--- src/rtl/tpu_ctrl_pkg.sv ---
// Shared definitions for the TPU tile-sequencing control path.
package tpu_ctrl_pkg;

  typedef enum logic [2:0] {
    ST_IDLE       = 3'd0,
    ST_W_MEM_FIFO = 3'd1,
    ST_W_FIFO_ARR = 3'd2,
    ST_D_MEM_CALC = 3'd3,
    ST_FINISH     = 3'd4
  } tile_state_e;

  // Width of a tile index for an output dimension of max_dim split into edge_sz tiles.
  // Clamped to 1 bit so a single-tile dimension still gets a legal port.
  function automatic int tile_idx_w(input int max_dim, input int edge_sz);
    int n;
    n = max_dim / edge_sz;
    return (n > 1) ? $clog2(n) : 1;
  endfunction

endpackage

--- src/rtl/master_tile_seq_tile_counter.sv ---
// Row/column tile index pair; row is the inner index, column advances on row wrap.
module tile_counter #(
  parameter int ROW_W = 3,
  parameter int COL_W = 3
) (
  input  logic             clk,
  input  logic             reset,
  input  logic             clear,
  input  logic             advance,
  input  logic [ROW_W-1:0] max_row,
  input  logic [COL_W-1:0] max_col,
  output logic [ROW_W-1:0] row_q,
  output logic [COL_W-1:0] col_q,
  output logic [ROW_W-1:0] row_d,
  output logic [COL_W-1:0] col_d,
  output logic             last_row,
  output logic             last_col
);

  assign last_row = (row_q == max_row);
  assign last_col = (col_q == max_col);

  // Next index pair; exposed so the parent can register addresses in step with the indices
  always_comb begin
    row_d = row_q;
    col_d = col_q;
    if (clear) begin
      row_d = '0;
      col_d = '0;
    end else if (advance) begin
      if (last_row) begin
        row_d = '0;
        col_d = col_q + COL_W'(1);
      end else begin
        row_d = row_q + ROW_W'(1);
      end
    end
  end

  // Index registers
  always_ff @(posedge clk) begin
    if (reset) begin
      row_q <= '0;
      col_q <= '0;
    end else begin
      row_q <= row_d;
      col_q <= col_d;
    end
  end

endmodule

--- src/rtl/master_tile_seq.sv ---
// Tile sequencer: walks column-outer/row-inner over output tiles, loading weights
// once per column and optionally prefetching the next column's weights during the
// last row tile of the current column.
module master_tile_seq
  import tpu_ctrl_pkg::*;
#(
  parameter  int WIDTH_HEIGHT = 16,
  parameter  int MAX_OUT_ROWS = 128,
  parameter  int MAX_OUT_COLS = 128,
  parameter  int ADDR_W       = 16,
  localparam int ROW_W        = tile_idx_w(MAX_OUT_ROWS, WIDTH_HEIGHT),
  localparam int COL_W        = tile_idx_w(MAX_OUT_COLS, WIDTH_HEIGHT)
) (
  input  logic              clk,
  input  logic              reset,
  input  logic              start,
  input  logic              overlap_en,
  input  logic [ROW_W-1:0]  num_tile_rows,
  input  logic [COL_W-1:0]  num_tile_cols,
  input  logic [ADDR_W-1:0] base_weight,
  input  logic [ADDR_W-1:0] base_data,
  input  logic              weight_mem_fifo_done,
  input  logic              weight_fifo_arr_done,
  input  logic              data_mem_calc_done,
  output logic              weight_mem_fifo_en,
  output logic              weight_fifo_arr_en,
  output logic              data_mem_calc_en,
  output logic [ADDR_W-1:0] weight_addr,
  output logic [ADDR_W-1:0] data_addr,
  output logic [ROW_W-1:0]  accum_table_submat_row,
  output logic [COL_W-1:0]  accum_table_submat_col,
  output logic              busy,
  output logic              done
);

  localparam logic [ADDR_W-1:0] TILE_WORDS = ADDR_W'(WIDTH_HEIGHT * WIDTH_HEIGHT);

  tile_state_e       state_q, state_d;
  logic              busy_q, busy_d, done_q, done_d, pf_ok_q, pf_ok_d;
  logic              wm_en_q, wm_en_d, wa_en_q, wa_en_d, dc_en_q, dc_en_d;
  logic [ADDR_W-1:0] waddr_q, waddr_d, daddr_q, daddr_d;
  logic              ovl_q, ovl_d;
  logic [ROW_W-1:0]  rows_q, rows_d;
  logic [COL_W-1:0]  cols_q, cols_d;
  logic [ADDR_W-1:0] bw_q, bw_d, bd_q, bd_d;
  logic              cfg_ld, cnt_clear, cnt_adv, gap, pf_tgt;
  logic [ROW_W-1:0]  row_q, row_d;
  logic [COL_W-1:0]  col_q, col_d;
  logic              last_row, last_col;
  logic              wm_hit, wa_hit, dc_hit;

  // A done strobe only counts while its phase enable is up
  assign wm_hit = weight_mem_fifo_done & wm_en_q;
  assign wa_hit = weight_fifo_arr_done & wa_en_q;
  assign dc_hit = data_mem_calc_done   & dc_en_q;

  tile_counter #(.ROW_W(ROW_W), .COL_W(COL_W)) u_cnt (
    .clk      (clk),
    .reset    (reset),
    .clear    (cnt_clear),
    .advance  (cnt_adv),
    .max_row  (rows_q),
    .max_col  (cols_q),
    .row_q    (row_q),
    .col_q    (col_q),
    .row_d    (row_d),
    .col_d    (col_d),
    .last_row (last_row),
    .last_col (last_col)
  );

  // Configuration is captured only when a start is accepted
  always_comb begin
    ovl_d  = ovl_q;
    rows_d = rows_q;
    cols_d = cols_q;
    bw_d   = bw_q;
    bd_d   = bd_q;
    if (cfg_ld) begin
      ovl_d  = overlap_en;
      rows_d = num_tile_rows;
      cols_d = num_tile_cols;
      bw_d   = base_weight;
      bd_d   = base_data;
    end
  end

  // Next-state logic; prefetch completion is tracked in pf_ok while calc runs
  always_comb begin
    state_d   = state_q;
    busy_d    = busy_q;
    pf_ok_d   = pf_ok_q;
    cfg_ld    = 1'b0;
    cnt_clear = 1'b0;
    cnt_adv   = 1'b0;
    gap       = 1'b0;
    case (state_q)
      ST_IDLE: begin
        if (start) begin
          cfg_ld    = 1'b1;
          cnt_clear = 1'b1;
          busy_d    = 1'b1;
          pf_ok_d   = 1'b0;
          state_d   = ST_W_MEM_FIFO;
        end
      end
      ST_W_MEM_FIFO: begin
        if (wm_hit) begin
          state_d = ST_W_FIFO_ARR;
          pf_ok_d = 1'b0;
        end
      end
      ST_W_FIFO_ARR: begin
        if (wa_hit) state_d = ST_D_MEM_CALC;
      end
      ST_D_MEM_CALC: begin
        if (wm_hit) pf_ok_d = 1'b1;
        if (dc_hit) begin
          if (last_row && last_col) begin
            state_d = ST_FINISH;
          end else begin
            cnt_adv = 1'b1;
            if (!last_row) begin
              gap = 1'b1;
            end else if (pf_ok_q || wm_hit) begin
              state_d = ST_W_FIFO_ARR;
              pf_ok_d = 1'b0;
            end else begin
              // prefetch still running: its enable carries straight over
              state_d = ST_W_MEM_FIFO;
            end
          end
        end
      end
      ST_FINISH: begin
        busy_d  = 1'b0;
        state_d = ST_IDLE;
      end
      default: state_d = ST_IDLE;
    endcase
  end

  // Registered outputs decoded from the next state and next indices
  always_comb begin
    pf_tgt  = (state_d == ST_D_MEM_CALC) && ovl_q &&
              (row_d == rows_q) && (col_d != cols_q);
    dc_en_d = (state_d == ST_D_MEM_CALC) && !gap;
    wm_en_d = (state_d == ST_W_MEM_FIFO) || (pf_tgt && dc_en_d && !pf_ok_d);
    wa_en_d = (state_d == ST_W_FIFO_ARR);
    done_d  = (state_d == ST_FINISH);
    waddr_d = bw_d + (ADDR_W'(col_d) + ADDR_W'(pf_tgt)) * TILE_WORDS;
    daddr_d = bd_d + ADDR_W'(row_d) * TILE_WORDS;
  end

  // State, flags, outputs and configuration registers
  always_ff @(posedge clk) begin
    if (reset) begin
      state_q <= ST_IDLE;
      busy_q  <= 1'b0;
      done_q  <= 1'b0;
      pf_ok_q <= 1'b0;
      wm_en_q <= 1'b0;
      wa_en_q <= 1'b0;
      dc_en_q <= 1'b0;
      waddr_q <= '0;
      daddr_q <= '0;
      ovl_q   <= 1'b0;
      rows_q  <= '0;
      cols_q  <= '0;
      bw_q    <= '0;
      bd_q    <= '0;
    end else begin
      state_q <= state_d;
      busy_q  <= busy_d;
      done_q  <= done_d;
      pf_ok_q <= pf_ok_d;
      wm_en_q <= wm_en_d;
      wa_en_q <= wa_en_d;
      dc_en_q <= dc_en_d;
      waddr_q <= waddr_d;
      daddr_q <= daddr_d;
      ovl_q   <= ovl_d;
      rows_q  <= rows_d;
      cols_q  <= cols_d;
      bw_q    <= bw_d;
      bd_q    <= bd_d;
    end
  end

  assign weight_mem_fifo_en     = wm_en_q;
  assign weight_fifo_arr_en     = wa_en_q;
  assign data_mem_calc_en       = dc_en_q;
  assign weight_addr            = waddr_q;
  assign data_addr              = daddr_q;
  assign accum_table_submat_row = row_q;
  assign accum_table_submat_col = col_q;
  assign busy                   = busy_q;
  assign done                   = done_q;

endmodule

--- config.mk ---
export PLATFORM = sky130hd
export DESIGN_NAME = master_tile_seq
export DESIGN_NICKNAME = d
export VERILOG_FILES = /design/src/rtl/tpu_ctrl_pkg.sv /design/src/rtl/master_tile_seq_tile_counter.sv /design/src/rtl/master_tile_seq.sv
export SDC_FILE = /design/constraint.sdc
export NUM_CORES = 1
export LEC_CHECK = 0
export CAP_MARGIN = 20
export CELL_PAD_IN_SITES_DETAIL_PLACEMENT = 1
export CELL_PAD_IN_SITES_GLOBAL_PLACEMENT = 2
export CORE_MARGIN = 2
export CORE_UTILIZATION = 29
export CTS_BUF_LIST = sky130_fd_sc_hd__clkbuf_2 sky130_fd_sc_hd__clkbuf_4 sky130_fd_sc_hd__clkbuf_8
export CTS_CLUSTER_SIZE = 8
export DETAILED_ROUTE_END_ITERATION = 8
export GPL_ROUTABILITY_DRIVEN = 0
export PLACE_DENSITY_LB_ADDON = 0.1
export SYNTH_ARGS = -nofsm -noshare
export SYNTH_HDL_FRONTEND = slang
export SYNTH_HIERARCHICAL = 1
export SYNTH_SLANG_ARGS = --single-unit
--- constraint.sdc ---
create_clock -name clk -period 5.5 [get_ports clk]
set_input_delay 0.55 -clock clk [delete_from_list [all_inputs] [get_ports clk]]
set_output_delay 0.55 -clock clk [all_outputs]
set_load 0.03 [all_outputs]
=== Yosys cells after proc, flatten, opt, wreduce, memory -nomap -nowiden ===
Index checks and enable logic that the tools add are counted.

* Output and inout bits: 43
* Word-level logic and storage cells: 86
* Bits in registers: 86
* Bits of input ports: 45

* Bitwise logic cells: 3
* Multiplexer cells: 35
* Reductions and logical operators: 14
* Equal/unequal tests: 13
* Add/sub/neg operators: 5

{| class="wikitable"
|+ Operator list
! operator !! count
|-
| 2-to-1 mux 3 bit || 12
|-
| 2-to-1 mux 16 bit || 2
|-
| 2-to-1 mux 1 bit || 17
|-
| adder 16 x 11 -> 16 bit || 1
|-
| adder 16 x 12 -> 16 bit || 1
|-
| equality test 3 x 2 -> 1 bit, second input constant || 4
|-
| one-hot mux 3 bit (4 select lines) || 1
|-
| equality test 3 bit || 3
|-
| logical AND 1 bit || 7
|-
| adder 3 x 1 -> 3 bit, second input constant || 2
|-
| equality test 3 x 1 -> 1 bit, second input constant || 2
|-
| equality test 3 bit, second input constant || 2
|-
| adder 3 x 1 -> 4 bit || 1
|-
| AND 1 bit || 3
|-
| logical NOT 3 bit || 1
|-
| inequality test 3 bit || 1
|-
| one-hot mux 1 bit (3 select lines) || 1
|-
| logical NOT 1 bit || 2
|-
| logical OR 1 bit || 2
|-
| 2-to-1 mux 2 bit || 1
|-
| inequality test 2 bit, second input constant || 1
|-
| one-hot mux 1 bit (2 select lines) || 1
|-
| AND reduction 2 bit || 1
|-
| nonzero test 2 bit || 1
|}

=== Logic depth before layout (Yosys ltp) ===
* Word-level depth: 14
* Gate-level depth with buffers: 21
* Mapped depth without buffers: 19

=== Modules after synthesis ===
Netlist, hierarchy kept.

{| class="wikitable"
|+ By module, submodules not included
! module !! cells each !! seq. area each (µm²) !! times used !! area each (µm²)
|-
| master_tile_seq || 328 || 1281.2 || 1 || 2837.7
|-
| tile_counter || 59 || 120.1 || 1 || 508.0
|}

=== Worst setup path after synthesis ===
OpenSTA, ideal clock, no wires.

* Path type: flip-flop to flip-flop
* From: reg u_cnt.row_q[1]
* To: reg waddr_q[13] (netlist: weight_addr[13])
* Buffers on the path: 1
* Setup time: 0.132 ns
* Arrival: 4.228 ns
* Path slack: 1.141 ns
* Period minus slack after synthesis: 4.359 ns
* Required time: 5.368 ns
* Stages on the path, launching flop included: 19
* Cells stage by stage: dfxtp_1 -> xor2_1 -> nor3_1 -> a21oi_1 -> buf_4 -> inv_1 -> nor4_4 -> mux2_4 -> xnor2_1 -> a31oi_1 -> nor3b_1 -> ha_1 -> ha_1 -> ha_1 -> a21o_1 -> a21o_1 -> a21oi_1 -> o21a_1 -> nor3_1

* Elaborated cells on any way between the ends: 24
* Those cells by class: add/sub (3); eq/ne (4); mux (13); reduce/logical (4)

{| class="wikitable"
|+ RTL lines
! what !! RTL line !! source
|-
| start: declaration || master_tile_seq_tile_counter.sv:12 || <nowiki>output logic [ROW_W-1:0] row_q,</nowiki>
|-
| start signal: assignment || master_tile_seq_tile_counter.sv:46 || <nowiki>row_q <= row_d;</nowiki>
|-
| equality test 3 bit * || master_tile_seq_tile_counter.sv:20 || <nowiki>assign last_row = (row_q == max_row);</nowiki>
|-
| named net last_row || master_tile_seq.sv:49 || <nowiki>logic last_row, last_col;</nowiki>
|-
| logical AND 1 bit * || master_tile_seq.sv:119 || <nowiki>if (last_row && last_col) begin</nowiki>
|-
| 2-to-1 mux 1 bit * || master_tile_seq.sv:119 ||
|-
| 2-to-1 mux 1 bit * || master_tile_seq.sv:118 || <nowiki>if (dc_hit) begin</nowiki>
|-
| 2-to-1 mux 1 bit * || master_tile_seq.sv:97 || <nowiki>case (state_q)</nowiki>
|-
| named net cnt_adv || master_tile_seq.sv:46 || <nowiki>logic cfg_ld, cnt_clear, cnt_adv, gap, pf_tgt;</nowiki>
|-
| 2-to-1 mux 3 bit * || master_tile_seq_tile_counter.sv:30 || <nowiki>end else if (advance) begin</nowiki>
|-
| 2-to-1 mux 3 bit * || master_tile_seq_tile_counter.sv:27 || <nowiki>if (clear) begin</nowiki>
|-
| named net col_d[0] || master_tile_seq.sv:48 || <nowiki>logic [COL_W-1:0] col_q, col_d;</nowiki>
|-
| inequality test 3 bit || master_tile_seq.sv:146 || <nowiki>(row_d == rows_q) && (col_d != cols_q);</nowiki>
|-
| logical AND 1 bit || master_tile_seq.sv:146 ||
|-
| adder 3 x 1 -> 4 bit * || master_tile_seq.sv:151 || <nowiki>waddr_d = bw_d + (ADDR_W'(col_d) + ADDR_W'(pf_tgt)) * TILE_WORDS;</nowiki>
|-
| adder 16 x 12 -> 16 bit * || master_tile_seq.sv:151 ||
|-
| end signal: assignment || master_tile_seq.sv:180 || <nowiki>waddr_q <= waddr_d;</nowiki>
|-
| end: declaration || master_tile_seq.sv:41 || <nowiki>logic [ADDR_W-1:0] waddr_q, waddr_d, daddr_q, daddr_d;</nowiki>
|}

Mark *: on every way through the listed nets, which the timed path passes. The rest lies on a longest branch.
A chain may end at the register's enable or synchronous reset.

=== Worst setup path in the final report ===
* From: reg rows_q[2]
* To: reg waddr_q[15] (netlist: weight_addr[15])

* Elaborated cells on any way between the ends: 23
* Those cells by class: add/sub (2); eq/ne (4); mux (13); reduce/logical (4)

{| class="wikitable"
|+ RTL lines
! what !! RTL line !! source
|-
| start: declaration || master_tile_seq.sv:43 || <nowiki>logic [ROW_W-1:0] rows_q, rows_d;</nowiki>
|-
| start signal: assignment || master_tile_seq.sv:183 || <nowiki>rows_q <= rows_d;</nowiki>
|-
| equality test 3 bit * || master_tile_seq_tile_counter.sv:20 ||
|-
| named net last_row || master_tile_seq.sv:49 ||
|-
| logical AND 1 bit * || master_tile_seq.sv:119 ||
|-
| 2-to-1 mux 1 bit * || master_tile_seq.sv:119 ||
|-
| 2-to-1 mux 1 bit * || master_tile_seq.sv:118 ||
|-
| 2-to-1 mux 1 bit * || master_tile_seq.sv:97 ||
|-
| named net cnt_adv || master_tile_seq.sv:46 ||
|-
| 2-to-1 mux 3 bit * || master_tile_seq_tile_counter.sv:30 ||
|-
| 2-to-1 mux 3 bit * || master_tile_seq_tile_counter.sv:27 ||
|-
| named net col_d[1] || master_tile_seq.sv:48 ||
|-
| inequality test 3 bit || master_tile_seq.sv:146 ||
|-
| logical AND 1 bit || master_tile_seq.sv:146 ||
|-
| adder 3 x 1 -> 4 bit * || master_tile_seq.sv:151 ||
|-
| adder 16 x 12 -> 16 bit * || master_tile_seq.sv:151 ||
|}

Marked as above.

==> results_dict.tcl <==
set metrics [dict create \
    drtIter0Drc 114 \
    ant_nets 0 \
    fin_skew_ns 0.00857 \
    crit_arrival_ns 4.96 \
    required_ns 5.77 \
    timing.final.crit_share_pct 85.3 \
    critPathLaunchType "flop" \
    yosysSeqAreaShare_pct 41.9 \
    drc 0 \
    first_pass_iters 4 \
    num_rows 39 \
    end_kind "flop" \
    postCtsSetupBuffers 0 \
    layout_min_cycle_time_ns 4.69 \
    synthCells 387 \
    cts_resized 0 \
    syn_area_mm2 0.00335 \
    grt_pass1_wl_mm 14.4 \
    htree_levels 3 \
    maxSlewHeadroom_pct 52.8 \
    clkLatencyLatePin_ns 0.35 \
    cts-hold-fix-buffers 0 \
    p_per_area_mw_per_mm2 273 \
    setup_slack_ns 0.810 \
    cts_tree "built" \
    nFillCells 1364 \
    synth_mux_area_share_pct 6.06 \
    ir_worst_vdd_mv 0.109 \
    setup_viol 0 \
    synth-edff-count 0 \
    die_w_um 111 \
    dp_hpwl_mm 5.94 \
    grt_overflow 0 \
    cts.sinks 70 \
    io_buffer_count 87 \
    dpl.cell_count 589 \
    vias_per_cell 4.69 \
    synth_compound_area_share_pct 11.4 \
    clockBufferDepth 2 \
    grt_pass1_vias 2939 \
    syn_nets 445 \
    io_pins 88 \
    synthFlopType "dfxtp_1" \
    n_antenna_cell 0 \
    maxSlewViolCount 0 \
    grt_max_degree 67 \
    final_nets 515 \
    crit_fanout 8 \
    async_flop_share_pct 0 \
    tns_ns 0 \
    multiInputGateArea_mm2 0.00168 \
    cts-root-buf "clkbuf_8" \
    place_ws_ns 0.485 \
    postSynthAreaPerCell_um2 8.65 \
    hold_violations 0 \
    seq_area_mm2 0.00140 \
    cts_inserted_buffers 9 \
    status "finished clean" \
    synth_warnings 6 \
    drive_gt1_share_pct 6.93 \
    post_synth_fa_ha_maj_area_fraction_pct 5.31 \
    synth_seq_cells 70 \
    initial_utilization_pct 29.6 \
    syn2layout_area_growth_pct 32.4 \
    p_leak_nw 1.74 \
    tightestPinTransition_ns 0.708 \
    ys_types 49 \
    yosys.area_share.simple_pct 21.1 \
    stdcell_count 605 \
    crit_type "flop to flop" \
    min_path_type "flop to flop" \
    cap_violations 0 \
    grt_antenna_before_repair 0 \
    rsz0062_at_grt "false" \
    track_usage_pct 14.4 \
    yosys.area_share.xor_xnor_pct 6.25 \
    synth_top_family_by_area "simple AND/OR/NAND/NOR gates" \
    vias 2836 \
    hold_ws_ns 0.457 \
    die_h_um 111 \
    post_drt_wl_per_cell_um 14.4 \
    clk_pin_slew_ns 0.08 \
    core_area_mm2 0.0113 \
    drt-total-wl_mm 8.74 \
    fmax_mhz 213 \
    die_area_mm2 0.0124 \
]
where the power goes:
part	internal (W)	total (W)	switching, W
Combinational	0.0000951	0.000216	0.000121
Sequential	0.000535	0.000552	0.0000168
Clock	0.000233	0.000441	0.000207
Total	0.000864	0.00121	0.000345
worst max-delay path, cell delays in order, from the launching register on:
cell and delay (ns):
dfxtp_1 0.44, xor2_1 0.47, nor3_1 0.12, buf_4 0.18, a21oi_1 0.18, inv_1 0.13, nor4_4 0.47, mux2i_1 0.36
xnor2_1 0.11, a31oi_1 0.24, nor3b_1 0.22, ha_1 0.20, ha_1 0.25, ha_1 0.28, a21o_1 0.18, a21o_1 0.19
a21oi_1 0.32, nor3_1 0.11, nor3_1 0.17
layer usage:
metal	share of wire, %	vias up	GRT usage, %
met2	47	65	24.2
li1	-	1422	-
met5	0	-	0
met3	4.1	9	2.72
met4	1.7	0	6.17
met1	47	1340	18.2
final timing paths:
check                                    start               to  slack (ns)  cells after the start
worst max-delay path                 rows_q[2]  weight_addr[15]        0.81                     18
worst min register to register  weight_addr[6]   weight_addr[6]        0.46                      2
worst max register to register       rows_q[2]  weight_addr[15]        0.81                     18
worst min-delay path            weight_addr[6]   weight_addr[6]        0.46                      2
metrics by stage:
stage	total power, W	util (%)	cell area (um2)
floorplan	0.000699	-	3350
global placement	0.000782	37.3	4220
detailed placement	0.000784	37.3	4220
CTS	0.00123	39.1	4430
global route	0.00127	39.1	4430
finish	0.00121	39.1	4430
synth_stat cells (5+ instances only):
master    number  area (um2)
xor2_1        14         123
a21o_1         5        37.5
ha_1          11         138
nor2_1        34         128
clkbuf_1      11        41.3
nand3_1        8        40.0
a31oi_1        7        43.8
nor2b_1        7        43.8
a21oi_1       37         185
nand2_1       73         274
buf_4         17         128
mux2i_1       14         140
inv_1         12        45.0
nor3_1        11        55.1
dfxtp_1       70        1400
xnor2_1        8        70.1
registers in the layout (all words and copies together) (netlist names):
register,cells
bd_q,8
busy,1
bw_q,8
cols_q,3
data_addr,16
data_mem_calc_en,1
done,1
ovl_q,1
pf_ok_q,1
rows_q,3
state_q,3
u_cnt/col_q,3
u_cnt/row_q,3
weight_addr,16
weight_fifo_arr_en,1
weight_mem_fifo_en,1
cell type report:
type,instances,share of cell area (%)
Clock buffer,11,3.42
Clock inverter,5,1.30
Inverter,13,1.38
Multi-Input combinational cell,271,37.8
Sequential cell,70,31.6
Tap cell,143,4.04
Timing Repair Buffer,92,20.4
layout by cell type (no fill, tap or decap), types with 5 or more instances in the layout:
cell             instances
inv_1                   12
nand2_1                 73
a21oi_1                 37
a21o_1                   5
mux2i_1                 14
buf_4                    5
ha_1                    11
nor2_1                  34
xnor2_1                  8
nor2b_1                  7
dfxtp_1                 70
clkdlybuf4s50_1         86
nand3_1                  8
nor3_1                  11
xor2_1                  14
a31oi_1                  7
clkbuf_8                11
cell families (layout without fill, tap and decap cells):
| family | Yosys count | in the layout |
|---|---|---|
| simple gates | 154 | 154 |
| compound gates | 63 | 63 |
| buf+inv | 46 | 121 |
| xor+xnor | 23 | 23 |
| mux | 18 | 18 |
| fa+ha+maj | 13 | 13 |
| flops | 70 | 70 |
No activity file was read; power rests on OpenSTA's default activity.
